File: src/rtl/stage2_context_run_pkg.sv
// JPEG-LS stage 2 shared parameters: widths,
// gradient thresholds, mode codes, run state.
package stage2_context_run_pkg;

  localparam int PIXEL_LEN  = 8;
  localparam int RUNCNT_LEN = 16;
  localparam int RUNVAL_LEN = 8;
  localparam int Q_LEN      = 4;
  localparam int MODE_LEN   = 2;
  localparam int GRAD_T1    = 3;
  localparam int GRAD_T2    = 7;
  localparam int GRAD_T3    = 21;

  localparam logic [1:0] MODE_REGULAR = 2'b00;
  localparam logic [1:0] MODE_RUN_CNT = 2'b01;
  localparam logic [1:0] MODE_RUN_EOL = 2'b10;
  localparam logic [1:0] MODE_RUN_INT = 2'b11;

  typedef enum logic {
    ST_REGULAR = 1'b0,
    ST_IN_RUN  = 1'b1
  } run_state_e;

endpackage

File: src/rtl/stage2_context_run_gradient_quantizer.sv
// Gradient quantizer: signed D (d_i) -> Q in -4..4
// (q_o, two's complement) using thresholds T1/T2/T3.
module gradient_quantizer #(
  parameter int DW = 9,
  parameter int QW = 4,
  parameter int T1 = 3,
  parameter int T2 = 7,
  parameter int T3 = 21
) (
  input  logic signed [DW-1:0] d_i,
  output logic signed [QW-1:0] q_o
);

  localparam logic signed [DW-1:0] P1 = DW'(T1);
  localparam logic signed [DW-1:0] P2 = DW'(T2);
  localparam logic signed [DW-1:0] P3 = DW'(T3);
  localparam logic signed [DW-1:0] N1 = -P1;
  localparam logic signed [DW-1:0] N2 = -P2;
  localparam logic signed [DW-1:0] N3 = -P3;

  always_comb begin
    q_o = '0;
    if (d_i <= N3)       q_o = QW'(-4);
    else if (d_i <= N2)  q_o = QW'(-3);
    else if (d_i <= N1)  q_o = QW'(-2);
    else if (d_i[DW-1])  q_o = QW'(-1);
    else if (d_i == '0)  q_o = '0;
    else if (d_i < P1)   q_o = QW'(1);
    else if (d_i < P2)   q_o = QW'(2);
    else if (d_i < P3)   q_o = QW'(3);
    else                 q_o = QW'(4);
  end

endmodule

File: src/rtl/stage2_context_run.sv
// JPEG-LS context/run stage: pixels a/b/c/d/x in,
// quantized context, sign, mode and run info out.
module stage2_context_run
  import stage2_context_run_pkg::*;
#(
  parameter int pixel_length      = PIXEL_LEN,
  parameter int runcount_length   = RUNCNT_LEN,
  parameter int runvalue_length   = RUNVAL_LEN,
  parameter int quantizedQ_length = Q_LEN,
  parameter int mode_length       = MODE_LEN,
  parameter int T1                = GRAD_T1,
  parameter int T2                = GRAD_T2,
  parameter int T3                = GRAD_T3
) (
  input  logic                         clk,
  input  logic                         reset,
  input  logic                         start_enc_2,
  input  logic [pixel_length-1:0]      a_2,
  input  logic [pixel_length-1:0]      b_2,
  input  logic [pixel_length-1:0]      c_2,
  input  logic [pixel_length-1:0]      d_2,
  input  logic [pixel_length-1:0]      x_2,
  input  logic                         EOL_2,
  input  logic                         EOF_2,
  output logic [quantizedQ_length-1:0] Q_1_2,
  output logic [quantizedQ_length-1:0] Q_2_2,
  output logic [quantizedQ_length-1:0] Q_3_2,
  output logic                         sign_2,
  output logic [mode_length-1:0]       mode_2,
  output logic [runcount_length-1:0]   run_count_2,
  output logic [runvalue_length-1:0]   run_value_2,
  output logic                         RIType_2,
  output logic                         a_b_compare_2
);

  localparam int DW = pixel_length + 1;
  localparam int QW = quantizedQ_length;
  localparam int CW = runcount_length;
  localparam int VW = runvalue_length;
  localparam int MW = mode_length;

  run_state_e state_q, state_d;
  logic [CW-1:0] count_q, count_d;
  logic [VW-1:0] rv_q, rv_d;

  logic signed [DW-1:0] d1, d2, d3;
  logic signed [QW-1:0] q1, q2, q3;
  logic ctx_sign;
  logic q_zero;
  logic in_run;
  logic match;
  logic ri;
  logic [VW-1:0] rv_eff;
  logic [CW-1:0] cnt_inc;

  assign d1 = $signed({1'b0, d_2}) - $signed({1'b0, b_2});
  assign d2 = $signed({1'b0, b_2}) - $signed({1'b0, c_2});
  assign d3 = $signed({1'b0, c_2}) - $signed({1'b0, a_2});

  gradient_quantizer #(
    .DW(DW), .QW(QW), .T1(T1), .T2(T2), .T3(T3)
  ) u_gq1 (.d_i(d1), .q_o(q1));

  gradient_quantizer #(
    .DW(DW), .QW(QW), .T1(T1), .T2(T2), .T3(T3)
  ) u_gq2 (.d_i(d2), .q_o(q2));

  gradient_quantizer #(
    .DW(DW), .QW(QW), .T1(T1), .T2(T2), .T3(T3)
  ) u_gq3 (.d_i(d3), .q_o(q3));

  // sign of first non-zero Q; a zero q3 has msb 0
  assign ctx_sign = (q1 != '0) ? q1[QW-1] :
                    (q2 != '0) ? q2[QW-1] :
                                 q3[QW-1];

  assign Q_1_2 = ctx_sign ? -q1 : q1;
  assign Q_2_2 = ctx_sign ? -q2 : q2;
  assign Q_3_2 = ctx_sign ? -q3 : q3;

  assign a_b_compare_2 = (a_2 > b_2);

  assign q_zero = (q1 == '0) && (q2 == '0) &&
                  (q3 == '0);
  assign in_run = (state_q == ST_IN_RUN) || q_zero;

  // entry pixel uses Ra as run value before latch
  assign rv_eff = (state_q == ST_IN_RUN) ?
                  rv_q : VW'(a_2);
  assign match  = (VW'(x_2) == rv_eff);

  assign cnt_inc = (count_q == '1) ? count_q :
                   count_q + {{(CW-1){1'b0}}, 1'b1};

  always_comb begin
    state_d     = state_q;
    count_d     = count_q;
    rv_d        = rv_q;
    mode_2      = MW'(MODE_REGULAR);
    run_count_2 = '0;
    run_value_2 = rv_q;
    RIType_2    = 1'b0;
    sign_2      = ctx_sign;
    ri          = (a_2 == b_2);
    if (in_run) begin
      run_value_2 = rv_eff;
      rv_d        = rv_eff;
      if (!match) begin
        mode_2      = MW'(MODE_RUN_INT);
        run_count_2 = count_q;
        count_d     = '0;
        state_d     = ST_REGULAR;
        RIType_2    = ri;
        sign_2      = !ri && (a_2 > b_2);
      end else if (EOL_2 || EOF_2) begin
        mode_2      = MW'(MODE_RUN_EOL);
        run_count_2 = cnt_inc;
        count_d     = '0;
        state_d     = ST_REGULAR;
      end else begin
        mode_2      = MW'(MODE_RUN_CNT);
        run_count_2 = cnt_inc;
        count_d     = cnt_inc;
        state_d     = ST_IN_RUN;
      end
    end
  end

  always_ff @(posedge clk) begin
    if (!reset) begin
      state_q <= ST_REGULAR;
      count_q <= '0;
      rv_q    <= '0;
    end else if (start_enc_2) begin
      state_q <= state_d;
      count_q <= count_d;
      rv_q    <= rv_d;
    end
  end

endmodule
File: config.mk
export PLATFORM = sky130hd
export DESIGN_NAME = stage2_context_run
export DESIGN_NICKNAME = d
export VERILOG_FILES = /design/src/rtl/stage2_context_run_pkg.sv /design/src/rtl/stage2_context_run_gradient_quantizer.sv /design/src/rtl/stage2_context_run.sv
export SDC_FILE = /design/constraint.sdc
export NUM_CORES = 1
export LEC_CHECK = 0
export CORE_MARGIN = 5
export CORE_UTILIZATION = 41
export CTS_CLUSTER_SIZE = 30
export DETAILED_ROUTE_END_ITERATION = 8
export GPL_TIMING_DRIVEN = 0
export PLACE_DENSITY = 0.69
export REMOVE_ABC_BUFFERS = 1
export SLEW_MARGIN = 20
export SYNTH_ARGS = -nofsm -noshare
export SYNTH_HDL_FRONTEND = slang
export SYNTH_SLANG_ARGS = --single-unit
File: constraint.sdc
create_clock -name clk -period 5.09 [get_ports clk]
set_input_delay 0.7635 -clock clk [delete_from_list [all_inputs] [get_ports clk]]
set_output_delay 0.7635 -clock clk [all_outputs]
set_load 0.05 [all_outputs]
* Yosys cells after proc, flatten, opt, wreduce, memory -nomap -nowiden *
Cells that the tools add are included.

operators by class
  $add $sub $neg = 7
  $mul = 0
  divide/modulo/power cells = 0
  $lt $le $gt $ge = 19
  equal/unequal tests = 3
  shifts and indexed selects = 0
  mux-type cells = 45
  bitwise logic cells = 0
  reductions and logical operators = 15

operators by type and width
  kind                   count
  $mux 4                 24
  $mux 16                5
  $le 9x3->1 const B     3
  $le 9x4->1 const B     3
  $le 9x6->1 const B     3
  $logic_not 9->1        3
  $lt 9x3->1 const B     3
  $lt 9x4->1 const B     3
  $lt 9x6->1 const B     3
  $sub 8x8->9            3
  $add 16x1->16 const B  1
  $eq 16x16->1 const B   1
  $eq 8x8->1             2
  $mux 8                 2
  $logic_not 4->1        3
  $neg 4->4              3
  $mux 3                 3
  $gt 8x8->1             1
  $mux 1                 8
  $reduce_bool 4->1      2
  $mux 2                 3
  $logic_and 1x1->1      3
  $logic_or 1x1->1       2
  $reduce_and 2->1       1
  $logic_not 1->1        1

storage, ports and cells
  register bits after elaboration = 25
  latch bits = 0
  RAM bits = 0
  memory bits (read-only) = 0
  input port bits = 45
  output and inout bits = 41
  word-level logic and storage cells = 92
  memories = 0

* Logic depth before layout (Yosys ltp) *
Gate-level depths: netlist (run 1).

  word-level depth = 15
  mapped depth = 20
  depth with buffers taken out = 19

* By module *
Synthesis (run 1) repeated with hierarchy kept, for this count alone.

unflattened totals
  cell total of the unflattened synthesis = 508
  area, all modules = 3828.7 um^2

by module, submodules not included
  module              times used  cells an instance  area an instance (um^2)  seq. area each (um^2)
  stage2_context_run  1           448                3310.7                   500.5
  gradient_quantizer  3           20                 172.7                    0.0

* Worst setup path after synthesis (run 1) *
OpenSTA, ideal clock, no wires.

  kind = in2out
  from = in b_2[0]
  to = out RIType_2
  data arrival time = 5846 ps
  required time = 4326 ps
  setup slack = -1520 ps
  stages on the path = 18
  buffers on the path = 1
  path through = inv_1 > ha_1 > inv_1 > fa_1 > a21o_1 > a221oi_2 > o21ai_0 > a2111oi_1 > nand4_1 > or4_1 > nand3_1 > ha_1 > nand3_1 > a211oi_1 > nand4_4 > o21ba_2 > buf_2 > nor4_1

between the ends
  longest elaborated chain between the ends = 15
  elaborated cells between the ends (all ways) = 40
  those cells by class = 2 x add/sub; 12 x order compare; 1 x eq/ne; 18 x mux; 7 x reduce/logical

ends and longest elaborated chain
  what                            RTL line                                            text
  from (decl)                     stage2_context_run.sv:19                            input logic [pixel_length-1:0] b_2,
  $sub 8x8->9 (on tied branches)  stage2_context_run.sv:56, stage2_context_run.sv:57
  $lt 9x6->1                      stage2_context_run_gradient_quantizer.sv:30         else if (d_i < P3) q_o = QW'(3);
  $mux 3                          stage2_context_run_gradient_quantizer.sv:30
  $mux 4                          stage2_context_run_gradient_quantizer.sv:29         else if (d_i < P2) q_o = QW'(2);
  $mux 4                          stage2_context_run_gradient_quantizer.sv:28         else if (d_i < P1) q_o = QW'(1);
  $mux 4                          stage2_context_run_gradient_quantizer.sv:27         else if (d_i == '0) q_o = '0;
  $mux 4                          stage2_context_run_gradient_quantizer.sv:26         else if (d_i[DW-1]) q_o = QW'(-1);
  $mux 4                          stage2_context_run_gradient_quantizer.sv:25         else if (d_i <= N1) q_o = QW'(-2);
  $mux 4                          stage2_context_run_gradient_quantizer.sv:24         else if (d_i <= N2) q_o = QW'(-3);
  $mux 4                          stage2_context_run_gradient_quantizer.sv:23         if (d_i <= N3) q_o = QW'(-4);
  $logic_not 4->1                 stage2_context_run.sv:83                            assign q_zero = (q1 == '0) && (q2 == '0) &&
  $logic_and 1x1->1 (2 in a row)  stage2_context_run.sv:83
  $logic_or 1x1->1                stage2_context_run.sv:85                            assign in_run = (state_q == ST_IN_RUN) || q_zero;
  $mux 1 *                        stage2_context_run.sv:105                           if (in_run) begin
  to (decl)                       stage2_context_run.sv:32                            output logic RIType_2,

Mark *: on every way between the ends. The rest lies on a longest branch, timed or not.

* Worst setup path after layout (run 1) *
  from = in b_2[4]
  to = out run_value_2[0]

between the ends
  longest elaborated chain between the ends = 15
  elaborated cells between the ends (all ways) = 38
  those cells by class = 2 x add/sub; 12 x order compare; 17 x mux; 7 x reduce/logical

ends and longest elaborated chain
  what                              RTL line                                            text
  $sub 8x8->9 (on tied branches)    stage2_context_run.sv:56, stage2_context_run.sv:57
  $lt 9x6->1                        stage2_context_run_gradient_quantizer.sv:30
  $mux 3                            stage2_context_run_gradient_quantizer.sv:30
  $mux 4                            stage2_context_run_gradient_quantizer.sv:29
  $mux 4                            stage2_context_run_gradient_quantizer.sv:28
  $mux 4                            stage2_context_run_gradient_quantizer.sv:27
  $mux 4                            stage2_context_run_gradient_quantizer.sv:26
  $mux 4                            stage2_context_run_gradient_quantizer.sv:25
  $mux 4                            stage2_context_run_gradient_quantizer.sv:24
  $mux 4                            stage2_context_run_gradient_quantizer.sv:23
  $logic_not 4->1                   stage2_context_run.sv:83
  $logic_and 1x1->1 * (2 in a row)  stage2_context_run.sv:83
  $logic_or 1x1->1 *                stage2_context_run.sv:85
  $mux 8 *                          stage2_context_run.sv:105
  to (decl)                         stage2_context_run.sv:31                            output logic [runvalue_length-1:0] run_value_2,

Marks and branches as above.

==> results of run 1 <==
path summary, 6_finish.rpt:
| path | slack, ps | cells past startpoint | start | end |
|---|---|---|---|---|
| worst max-delay path | -570 | 17 | b_2[4] | run_value_2[0] |
| worst min-delay path | 470 | 1 | count_q[11] | count_q[11] |
| worst max register to register | 1340 | 8 | state_q | count_q[2] |
| worst min register to register | 470 | 1 | count_q[11] | count_q[11] |
report_power, final:
group	total (mW)	switching, mW	leakage [nW]	internal (mW)
clock network	0.126	0.0702	0.0228	0.0562
logic	0.774	0.442	2.40	0.332
registers	0.195	0.00000342	0.201	0.195
total	1.10	0.512	2.62	0.584
cell type report:
| cell class | count | share of cell area |
|---|---|---|
| inverters | 48 | 0.0278 |
| repair buffers | 149 | 0.227 |
| flip-flops and latches | 25 | 0.0762 |
| clock buffers | 4 | 0.00686 |
| multi-input cells | 466 | 0.636 |
| well taps | 136 | 0.0259 |
flip-flops by register name (all words and copies together) (netlist names):
name	flops
count_q	16
state_q	1
rv_q	8
stage by stage:
step | util | hold WS, ps | TNS [ps]
3_5_place_dp | 0.504 | 452 | -101240
2_1_floorplan | - | 433 | -18680
3_3_place_gp | 0.502 | 450 | -91730
4_1_cts | 0.571 | 468 | -12490
5_1_grt | 0.644 | 510 | -19610
6_report | 0.644 | 473 | -14440
critical path, stage by stage:
cell and delay (ps):
dlygate4sd2_1 290, ha_4 290, a21o_4 240, a221oi_4 390
xor2_2 160, a2111oi_4 410, nand4_1 180, or4_4 530
nand3_4 80, ha_4 140, nand3_2 60, a211oi_2 270
nand4_4 240, nor3_4 180, buf_6 170, mux2_4 330
buf_8 160
metal layers:
metal / global-route usage / share of wire
met1: 0.301 / 0.44
met2: 0.351 / 0.48
met3: 0.0163 / 0.059
met4: 0.0689 / 0.023
met5: 0 / 0
cell usage in the layout, fill, tap and decap left out, types with 21 or more instances in the layout:
cell	netlist	layout
buf_4	0	48
buf_6	3	34
clkdlybuf4s50_1	0	25
dfxtp_1	25	25
ha_1	38	23
inv_1	48	44
mux2i_1	23	21
nand2_1	35	34
nor2_1	47	28
o21ai_0	38	32
logic make-up (layout without fill, tap and decap cells):
group           after synthesis  in the layout
flops                        25             25
buf+inv                      71            201
compound gates              167            170
xor+xnor                     36             36
simple gates                189            189
mux                          30             30
fa+ha+maj                    41             41
timing repair:
action,in CTS,in global routing
buffers inserted,28,37
cloned,2,1
pin swaps,34,43
hold buffers,0,0
gates resized for setup,375,105
setup endpoints to repair,64,59
==> results by stage, run 1 <==
Outcome:
- The flow ran to the end, but the final reports show violations.
- The final reports fail on negative setup slack.

GRT:
- The first global-routing pass estimated 22800 um of wire.
- The number of global-route vias before repair was 4664.
- The final global-route overflow total is 0.
- The largest net degree at the start of global routing is 24.
- The initial antenna violation count came to 0.
- Across every metal layer, demand over resource in global routing totals 0.215.

Floorplanning:
- After floorplanning, the core was divided into 37 placement rows.
- In this run the vertical extent of the chip is 111 um.
- The placeable core region is 0.0102 mm^2.
- The die covers 0.0124 mm^2.
- Pin placement for this block handled 86 I/O pins.
- The floorplan step set the die width to 111 um.
- The starting density of the core is 0.414.

Clock tree:
- TritonCTS created 3 clock buffers.
- After clock tree synthesis, the clock-pin slew on the worst setup and hold paths is 90 ps.
- The clock net in this run drives a total of 25 sinks.
- TritonCTS built the clock tree.
- The clock tree root buffer cell is clkbuf_8.
- The CTS H-tree depth is 1.
- The later-pin clock latency in the skew report is 280 ps.
- Counting along the longest clock path gives a buffer depth of 2.

STA:
- The routed design could run at a clock period as short as 5660 ps.
- Across the routed clock network, the largest skew measured is 7.24 ps.
- The count of pins over their slew limit came to 0.
- The final hold violation count is 0.
- At the pin with the least slew margin, the transition time is 901 ps.
- After layout, the worst setup slack is -572 ps.
- The number of setup violations in the final report is 34.
- Setup repair after global routing could not meet its margin everywhere.
- Headroom to the max-slew limit came out at 0.397.
- The achievable frequency is 0.177 GHz.
- In the finished design, the share of the clock period the worst path needs comes to 1.11.

Drt:
- Dividing the detail-routed wire length by the instance count gives 18.4 um.
- In the routed design, unresolved DRC markers number 0.
- The remaining antenna violation count is 0.
- The violation count after the first detailed-routing iteration is 307.
- The total wire length is 15200 um.
- In the routed layout, each cell is associated on average with a via count of 6.08.
- The first detailed-routing pass took 4 iterations.
- The number of vias in the routed layout is 5036.

Place:
- The number of cells after detailed placement is 759.
- The HPWL after detailed placement is 9950 um.
- In this run the cell area measured after placement is 0.00513 mm^2.
- Routability-driven placement finished with a final weighted congestion of 0.939.
- The worst-case setup slack after placement is -2540 ps.
- The number of port buffers is 85.

Critical path:
- The required time at the worst-slack endpoint is 4330 ps.
- The peak fanout along the critical path is 7.
- The critical path arrival is 4900 ps.
- The type of element launching the critical path is a primary input.
- The element type at the critical path end is a primary output.
- The critical path is of the primary input to primary output type.

Logic synthesis:
- The share of the Yosys chip area taken by registers is 0.119.
- Of the post-synthesis cell area, the dominant cell type holds 0.119.
- The fraction of synthesized area in multiplexers is 0.0733.
- Of all flip-flops after synthesis, the portion carrying an async set or reset was 0.
- The number of library cell types mapped by synthesis is 73.
- The count of flip-flops with a built-in enable after synthesis is 0.
- The most used flip-flop cell after synthesis is dfxtp_1.
- The instance count of the mapped netlist is 559.
- The mean cell area of the mapped netlist is 7.55 um^2.
- The cell area after technology mapping is 0.00422 mm^2.
- After synthesis, the most frequently instantiated cells are inv_1 (48), nor2_1 (47), ha_1 (38), o21ai_0 (38), nand2_1 (35).
- The xor and xnor area share after synthesis is 0.0792.
- The dominant cell by count in the synthesized netlist is inv_1.
- The area share of fa/ha/maj cells after synthesis is 0.127.
- The compound-cell area share of the yosys netlist is 0.289.
- The simple-gate share of the synthesized area is 0.241.
- Ranked by total cell area, the synthesized netlist is headed by dfxtp_1 (12%), ha_1 (11%), mux2i_1 (5.5%).
- After synthesis, the largest family of logic cells by area is compound AO/OA/AOI/OAI gates.
- The biggest area contributor in the post-synthesis netlist is dfxtp_1.
- The synthesized design contains 25 register bits.
- The Yosys warning count is 0.

Layout:
- In the final layout, the share of cells above drive strength 1 is 0.341.
- Once layout is complete, the cells apart from fillers number 828.
- The repair_antennas step left the layout with diodes totalling 0.
- The final instance area is 0.00656 mm^2.
- The area growth from synthesis to layout is 55.6%.
- Registers take 500 um^2.
- Summing all multi-input logic gate instances after layout gives 0.00418 mm^2.
- The count of filler cells inserted in the layout is 800.
- The number of nets in the layout is 779.

Pwr:
- The post-layout total power is 1.10 mW.
- IR analysis of the VDD net gives a maximum drop of 0.174 mV.
- Dividing total power by cell area gives a power density of 167 mW/mm^2.
- The static power due to leakage is 2.62 nW.

Min path:
- The min-delay analysis places its worst path in the category flip-flop to flip-flop.

Run:
- The tool flagged a number of max-cap violations equal to 0.
Power figures use the tool's default switching activity.
==> inputs of run 2 (changes only) <==
--- a/config.mk
+++ b/config.mk
@@ -7,6 +7,7 @@
 export LEC_CHECK = 0
 export CORE_MARGIN = 5
 export CORE_UTILIZATION = 41
+export CTS_BUF_LIST = sky130_fd_sc_hd__clkbuf_16
 export CTS_CLUSTER_SIZE = 30
 export DETAILED_ROUTE_END_ITERATION = 8
 export GPL_TIMING_DRIVEN = 0
==> results by stage, run 2 (synthesis gave the netlist of run 1 again) <==
Outcome:
- The flow ran to the end, but the final reports show violations.
- The final reports fail on negative setup slack.

Critical path:
- The buffer and inverter count on the worst path is 3.
- The type of the worst setup path is primary input to primary output.
- The delay of the slowest critical-path stage is 540 ps.
- The element type at the critical path end is a primary output.
- Broken down by cell family, the worst path's largest delay share belongs to compound AO/OA/AOI/OAI gates.
- The critical path arrival is 4950 ps.
- Along the worst path, the maximum fanout reaches 6.
- The worst-path cell with the longest stage delay is or4_4.
- For the worst setup path, the data required time is 4330 ps.
- Traced cell by cell, the critical path runs through dlygate4sd2_1 > ha_4 > a21o_4 > a221oi_4 > xor2_2 > a2111oi_4 > nand4_1 > or4_4 > nand3_4 > ha_4 > nand3_2 > a211oi_2 > nand4_4 > buf_6 > o21ba_4 > a311oi_2 > buf_6.
- STA classifies the critical path startpoint as a primary input.

Layout:
- The number of standard cells in the layout, taps in and fillers out is 821.
- 0 antenna diodes ended up in the layout.
- The leading cell type in the layout, fill and taps excluded is inv_1.
- The ratio of cells with drive above 1 in the final layout is 0.330.
- With fillers left out, the area of the finished cells amounts to 0.00651 mm^2.
- The flip-flop count of the largest register, all copies and words added is 16.
- The largest register by flop count is count_q.
- The top cell types in the final layout, fill and taps aside, are inv_1 (45), buf_4 (42), buf_6 (35).
- In the final design database the tool counted 772 nets.
- The area growth from synthesis to layout is 54.2%.
- The largest registers in the layout are count_q: 16 flops, rv_q: 8 flops, state_q: 1 flops.

STA:
- The clock arrives with 4.50 ps of skew.
- The count of pins over their slew limit is 0.
- Final hold analysis gives a worst-case slack of 471 ps.
- For the final routed database, the setup TNS stands at -15670 ps.
- The relative slew slack is 0.404.
- The number of setup violations in the final report is 34.
- The achievable frequency is 0.175 GHz.
- The post-route fraction of the period consumed by the critical path is 1.12.
- The worst setup slack after layout is -620 ps.
- The final hold violation count is 0.
- The clock period minus final worst setup slack is 5710 ps.
- The pin slew with the least headroom to its limit is 891 ps.
- Setup repair after global routing could not meet its margin everywhere.

Drt:
- The count of nets left with antenna violations once routing finished came out at 0.
- The average routed wire per standard cell is 18.4 um.
- The pre-antenna-repair detailed-routing pass consisted of 6 iterations.
- Using the TritonRoute via totals, the vias-per-cell ratio works out to 6.14.
- Wires add up to 15100 um.
- The number of vias in the routed layout is 5043.
- The violation count after the first detailed-routing iteration is 316.
- The residual DRC count is 0.

Run:
- Across the run, the number of max-cap violations was 0.

Clock tree:
- The CTS H-tree depth is 1.
- The root buffer cell chosen for the clock tree is clkbuf_16.
- The clock-pin transition on the worst setup and hold timing paths is 60 ps.
- The clock reaches the later pin of the worst-skew pair after 260 ps.
- The maximum root-to-sink buffer count is 2.
- The CTS tree is done.
- The total CTS buffers is 3.
- CTS saw 25 sinks.

Pwr:
- The worst supply voltage drop on vdd is 0.183 mV.
- The static power due to leakage is 2.61 nW.
- For this design the ratio of total power to cell area is 174 mW/mm^2.
- The post-layout total power is 1.13 mW.

GRT:
- The final global-route overflow total is 0.
- The largest net degree at the start of global routing is 24.
- The global-route usage over all layers is 0.217.
- The initial antenna violation count was 0.
- The first-pass GRT wire length is 23100 um.
- The number of global-route vias before repair is 4716.

Min path:
- The kind of path behind the tightest hold check is flip-flop to flip-flop.

Place:
- The number of cells after detailed placement is 759.
- Detailed placement finished with a half-perimeter wire length of 9950 um.
- Once placement finished, the instance area stood at 0.00513 mm^2.
- Routability-driven placement finished with a final weighted congestion of 0.939.
- Buffers placed on the I/O ports in this run total 85.

Floorplanning:
- The die outline height is 111 um.
- The initial utilization of the core area, before any placement, comes to 0.414.
- Row generation in the floorplan step produced 37 rows.
- The die area is 0.0124 mm^2.
- The region available for standard cell placement spans 0.0102 mm^2.
- From left edge to right edge, the die measures 111 um.
- For this design the top-level I/O count stands at 86.
==> run 2: path summary, 6_finish.rpt <==
check,depth (start not counted),start,slack [ps],endpoint
hold reg to reg,1,count_q[11],470,count_q[11]
hold / removal,1,count_q[11],470,count_q[11]
setup / recovery,17,b_2[4],-620,run_count_2[13]
setup reg to reg,8,state_q,1300,count_q[2]
==> run 2: layout make-up <==
class | instances | area (um^2)
Clock inverter | 1 | 3.75
Sequential cell | 25 | 500
Fill cell | 798 | 3680
Timing Repair Buffer | 143 | 1440
Inverter | 48 | 183
Tap cell | 136 | 170
Multi-Input combinational cell | 465 | 4130
Clock buffer | 3 | 75.1
==> run 2: power breakdown <==
part | internal [mW] | switching [mW] | leakage [nW]
sequential | 0.195 | 0.00000345 | 0.201
clock | 0.105 | 0.0738 | 0.0423
combinational | 0.322 | 0.434 | 2.37
==> run 2: metrics by stage <==
step	util	setup WS (ps)
floorplan	-	-1520
global placement	0.502	-2420
detailed placement	0.504	-2540
CTS	0.579	-515
global route	0.639	-714
finish	0.639	-620
==> run 2: what timing repair did <==
item | in CTS | in global routing
endpoints found under the setup margin | 64 | 57
gates cloned | 2 | 0
hold buffers | 0 | 0
pin swaps | 35 | 36
buffers inserted | 32 | 27
resized for setup | 375 | 99
==> run 2: layer usage <==
metal,GRT usage,vias up,wire length [um],part of all wire
met2,0.361,247,7270,0.48
li1,-,2331,-,-
met4,0.0689,0,320,0.021
met5,0,-,0,0
met1,0.299,2430,6520,0.43
met3,0.0185,35,1030,0.068
==> inputs of run 3 (changes only) <==
--- a/config.mk
+++ b/config.mk
@@ -11,6 +11,7 @@
 export CTS_CLUSTER_SIZE = 30
 export DETAILED_ROUTE_END_ITERATION = 8
 export GPL_TIMING_DRIVEN = 0
+export MAX_ROUTING_LAYER = met4
 export PLACE_DENSITY = 0.69
 export REMOVE_ABC_BUFFERS = 1
 export SLEW_MARGIN = 20
==> results by stage, run 3 (synthesis gave the netlist of run 1 again) <==
Critical path:
- The number of cells on the critical path is 19.
- The type of element launching the critical path is a primary input.
- In this run the worst path has a maximum fanout of 6.
- The signal on the critical path passes through dlygate4sd2_1 > ha_4 > a21o_4 > a2111oi_4 > mux2i_2 > a2111oi_4 > nand4_1 > buf_4 > a211oi_2 > o21ai_2 > nand3_2 > ha_4 > nand3_2 > a211oi_2 > nand4_4 > nor3_4 > buf_6 > mux2_4 > buf_8.
- The kind of cell adding the most delay to the critical path is compound AO/OA/AOI/OAI gates.
- At the worst endpoint, the arrival time is 4810 ps.
- STA classifies the critical path endpoint as a primary output.
- The startpoint identified for the worst register-to-register timing path is state_q.
- On the critical path, the stage with the largest delay is an instance of a2111oi_4.
- For the worst setup path, the data required time is 4330 ps.
- The worst setup path is of the primary input to primary output kind.
- The length in cells of the worst reg-to-reg path is 9.
- The worst-case register-to-register setup slack is 1250 ps.
- The number of buffers and inverters on the critical path is 4.
- In this run the critical register-to-register path is captured at count_q[2].
- In this design, the stage delay of the slowest critical-path cell is 360 ps.

Min path:
- The path with the worst hold slack has its endpoint at count_q[11].
- The kind of path behind the tightest hold check is flip-flop to flip-flop.
- Along the worst hold path, the cell count comes to 1.
- The startpoint of the most critical hold path is count_q[11].

Layout:
- The area of combinational cells with multiple inputs is 0.00412 mm^2.
- In the layout the commonest cells are buf_4 (46), inv_1 (42), nand2_1 (34).
- 0 antenna diodes ended up in the layout.
- The register with the most flip-flops in the final layout is count_q.
- The final instance area is 0.00639 mm^2.
- The layout has 835 filler cells.
- The sequential cells in the finished layout cover a total of 500 um^2.
- In the final layout, the share of cells above drive strength 1 is 0.331.
- The leading cell type in the layout, fill and taps excluded is buf_4.
- The area growth from synthesis to layout is 51.5%.
- The flip-flop count of the largest register, all copies and words added is 16.
- The largest registers in the layout are count_q: 16 flops, rv_q: 8 flops, state_q: 1 flops.
- The final layout contains 766 nets.

GRT:
- Entering global routing, the biggest net connects 24 pins.
- The first global-routing pass estimated 22500 um of wire.
- In the global route stage, overall resource usage came out at 0.216.
- The initial antenna violation count is 0.
- After global routing the overflow that remains totals 0.
- The number of global-route vias before repair is 4599.

Pwr:
- The internal portion of the total power is 605 uW.
- The share of power burned in registers is 0.177.
- Of the total power, combinational logic draws 0.660.
- The clock network power share is 0.163.
- The completed layout was analyzed and its total power is 1.10 mW.
- IR analysis of the VDD net gives a maximum drop of 0.138 mV.
- In this run the power spent charging and discharging nets is 496 uW.
- The switching share of power is 0.451.
- The static power due to leakage is 2.53 nW.
- The total power per unit cell area is 172 mW/mm^2.

Drt:
- The residual DRC count is 0.
- The final layout contains routed wiring with a total length of 14500 um.
- Detailed routing inserted a total of 4815 vias.
- The via density per instance is 5.91.
- The average routed wire per standard cell is 17.8 um.
- The first routing iteration left 319 violations.
- The count of nets left with antenna violations once routing finished came out at 0.
- The first TritonRoute pass finished after 5 iterations.

STA:
- The worst setup slack after layout is -486 ps.
- Headroom to the max-slew limit came out at 0.450.
- The clock arrives with 4.39 ps of skew.
- The final hold violation count is 0.
- Setup repair after global routing could not meet its margin everywhere.
- The final worst hold slack is 471 ps.
- The count of pins over their slew limit is 0.
- For the final routed database, the setup TNS stands at -12280 ps.
- In the finished design, the share of the clock period the worst path needs comes to 1.10.
- Timing would allow up to 0.179 GHz.
- The number of setup violations in the final report is 33.
- The routed design could run at a clock period as short as 5580 ps.
- The pin slew with the least headroom to its limit is 822 ps.

Clock tree:
- Buffers inserted during clock tree synthesis total 3.
- The clock sink count is 25.
- The clock passes through at most 2 buffers.
- For the worst-skew pair, the clock arrives at the later sink with an insertion delay of 260 ps.
- The cell sitting at the root of the clock tree is a clkbuf_16.
- After clock tree synthesis, the clock-pin slew on the worst setup and hold paths is 70 ps.
- TritonCTS built the clock tree.
- CTS built an H-tree with a depth of 1.

Place:
- The congestion estimate from routability-driven global placement came to 0.959.
- Once detailed placement completed, the half-perimeter wirelength came to 9820 um.
- The worst-case setup slack after placement is -2480 ps.
- Once placement finished, the instance area stood at 0.00514 mm^2.
- Buffers placed on the I/O ports in this run total 85.

Floorplanning:
- The floorplan step set the die height to 111 um.
- The starting density of the core is 0.414.
- In this run the standard cell core region covers 0.0102 mm^2.
- The die covers 0.0124 mm^2.
- The number of top-level pins is 86.
- The width of the die is 111 um.
- In this run the core area contains 37 standard-cell rows.

Run:
- The max-capacitance violation count is 0.

Outcome:
- The run finished, with violations left.
- The checks that failed: negative setup slack.
==> run 3: changes by cell type in the layout (fill, tap and decap cells not counted), sizes merged <==
cell / change
inv: -2
clkbuf: +1
buf: -6
clkinv: +2
clkdlybuf4s50: +1
dlymetal6s2s: -1
clkdlybuf4s15: -1
==> run 3: final cells by class <==
| cell class | instances | share of cell area |
|---|---|---|
| clock buffers | 3 | 0.0117 |
| clock inverters | 1 | 0.000783 |
| repair buffers | 137 | 0.208 |
| multi-input cells | 465 | 0.644 |
| inverters | 48 | 0.0302 |
| flip-flops and latches | 25 | 0.0783 |
| well taps | 136 | 0.0266 |
==> run 3: metrics by stage <==
stage               utilization  cells
floorplan                     -    536
global placement          0.502    757
detailed placement        0.504    759
CTS                       0.577    797
global route              0.627    815
finish                    0.627    815
==> run 3: worst max path at each step <==
stage          slack (ps)  startpoint             end
2_1_floorplan       -1520      b_2[0]        RIType_2
3_3_place_gp        -2430      b_2[0]        RIType_2
3_5_place_dp        -2480      b_2[0]        RIType_2
4_1_cts              -490      b_2[0]  run_value_2[4]
5_1_grt              -640      b_2[4]  run_value_2[5]
6_report             -490      b_2[4]  run_value_2[5]
==> run 3: timing repair <==
| item | in CTS | in global routing |
|---|---|---|
| cloned | 2 | 0 |
| setup endpoints to repair | 64 | 59 |
| hold buffers | 0 | 0 |
| setup buffers | 32 | 18 |
| pin swaps | 31 | 30 |
| resized for setup | 370 | 100 |
==> run 3: layer usage <==
layer	GRT usage	part of all wire	wire [um]
met5	-	0	0
met4	0.0470	0.020	295
met2	0.358	0.48	6980
met3	0.0152	0.047	685
met1	0.291	0.45	6510
==> run 3: power groups by stage <==
stage | logic [mW] | registers (mW) | clock network [mW]
after global placement | 0.547 | 0.200 | 0
after floorplan | 0.396 | 0.200 | 0
after global routing | 0.775 | 0.195 | 0.190
after detailed placement | 0.559 | 0.200 | 0
final | 0.726 | 0.195 | 0.179
after CTS | 0.628 | 0.195 | 0.180
==> run 3: worst reg2reg max path: stages, from the launching register on <==
cell     delay [ps]
dfxtp_1         860
mux2i_1         600
xor2_1          180
nand2_1          80
nor4_2          590
buf_4           280
buf_4           190
and2_1          510
nand3_2         200
o41ai_2         260
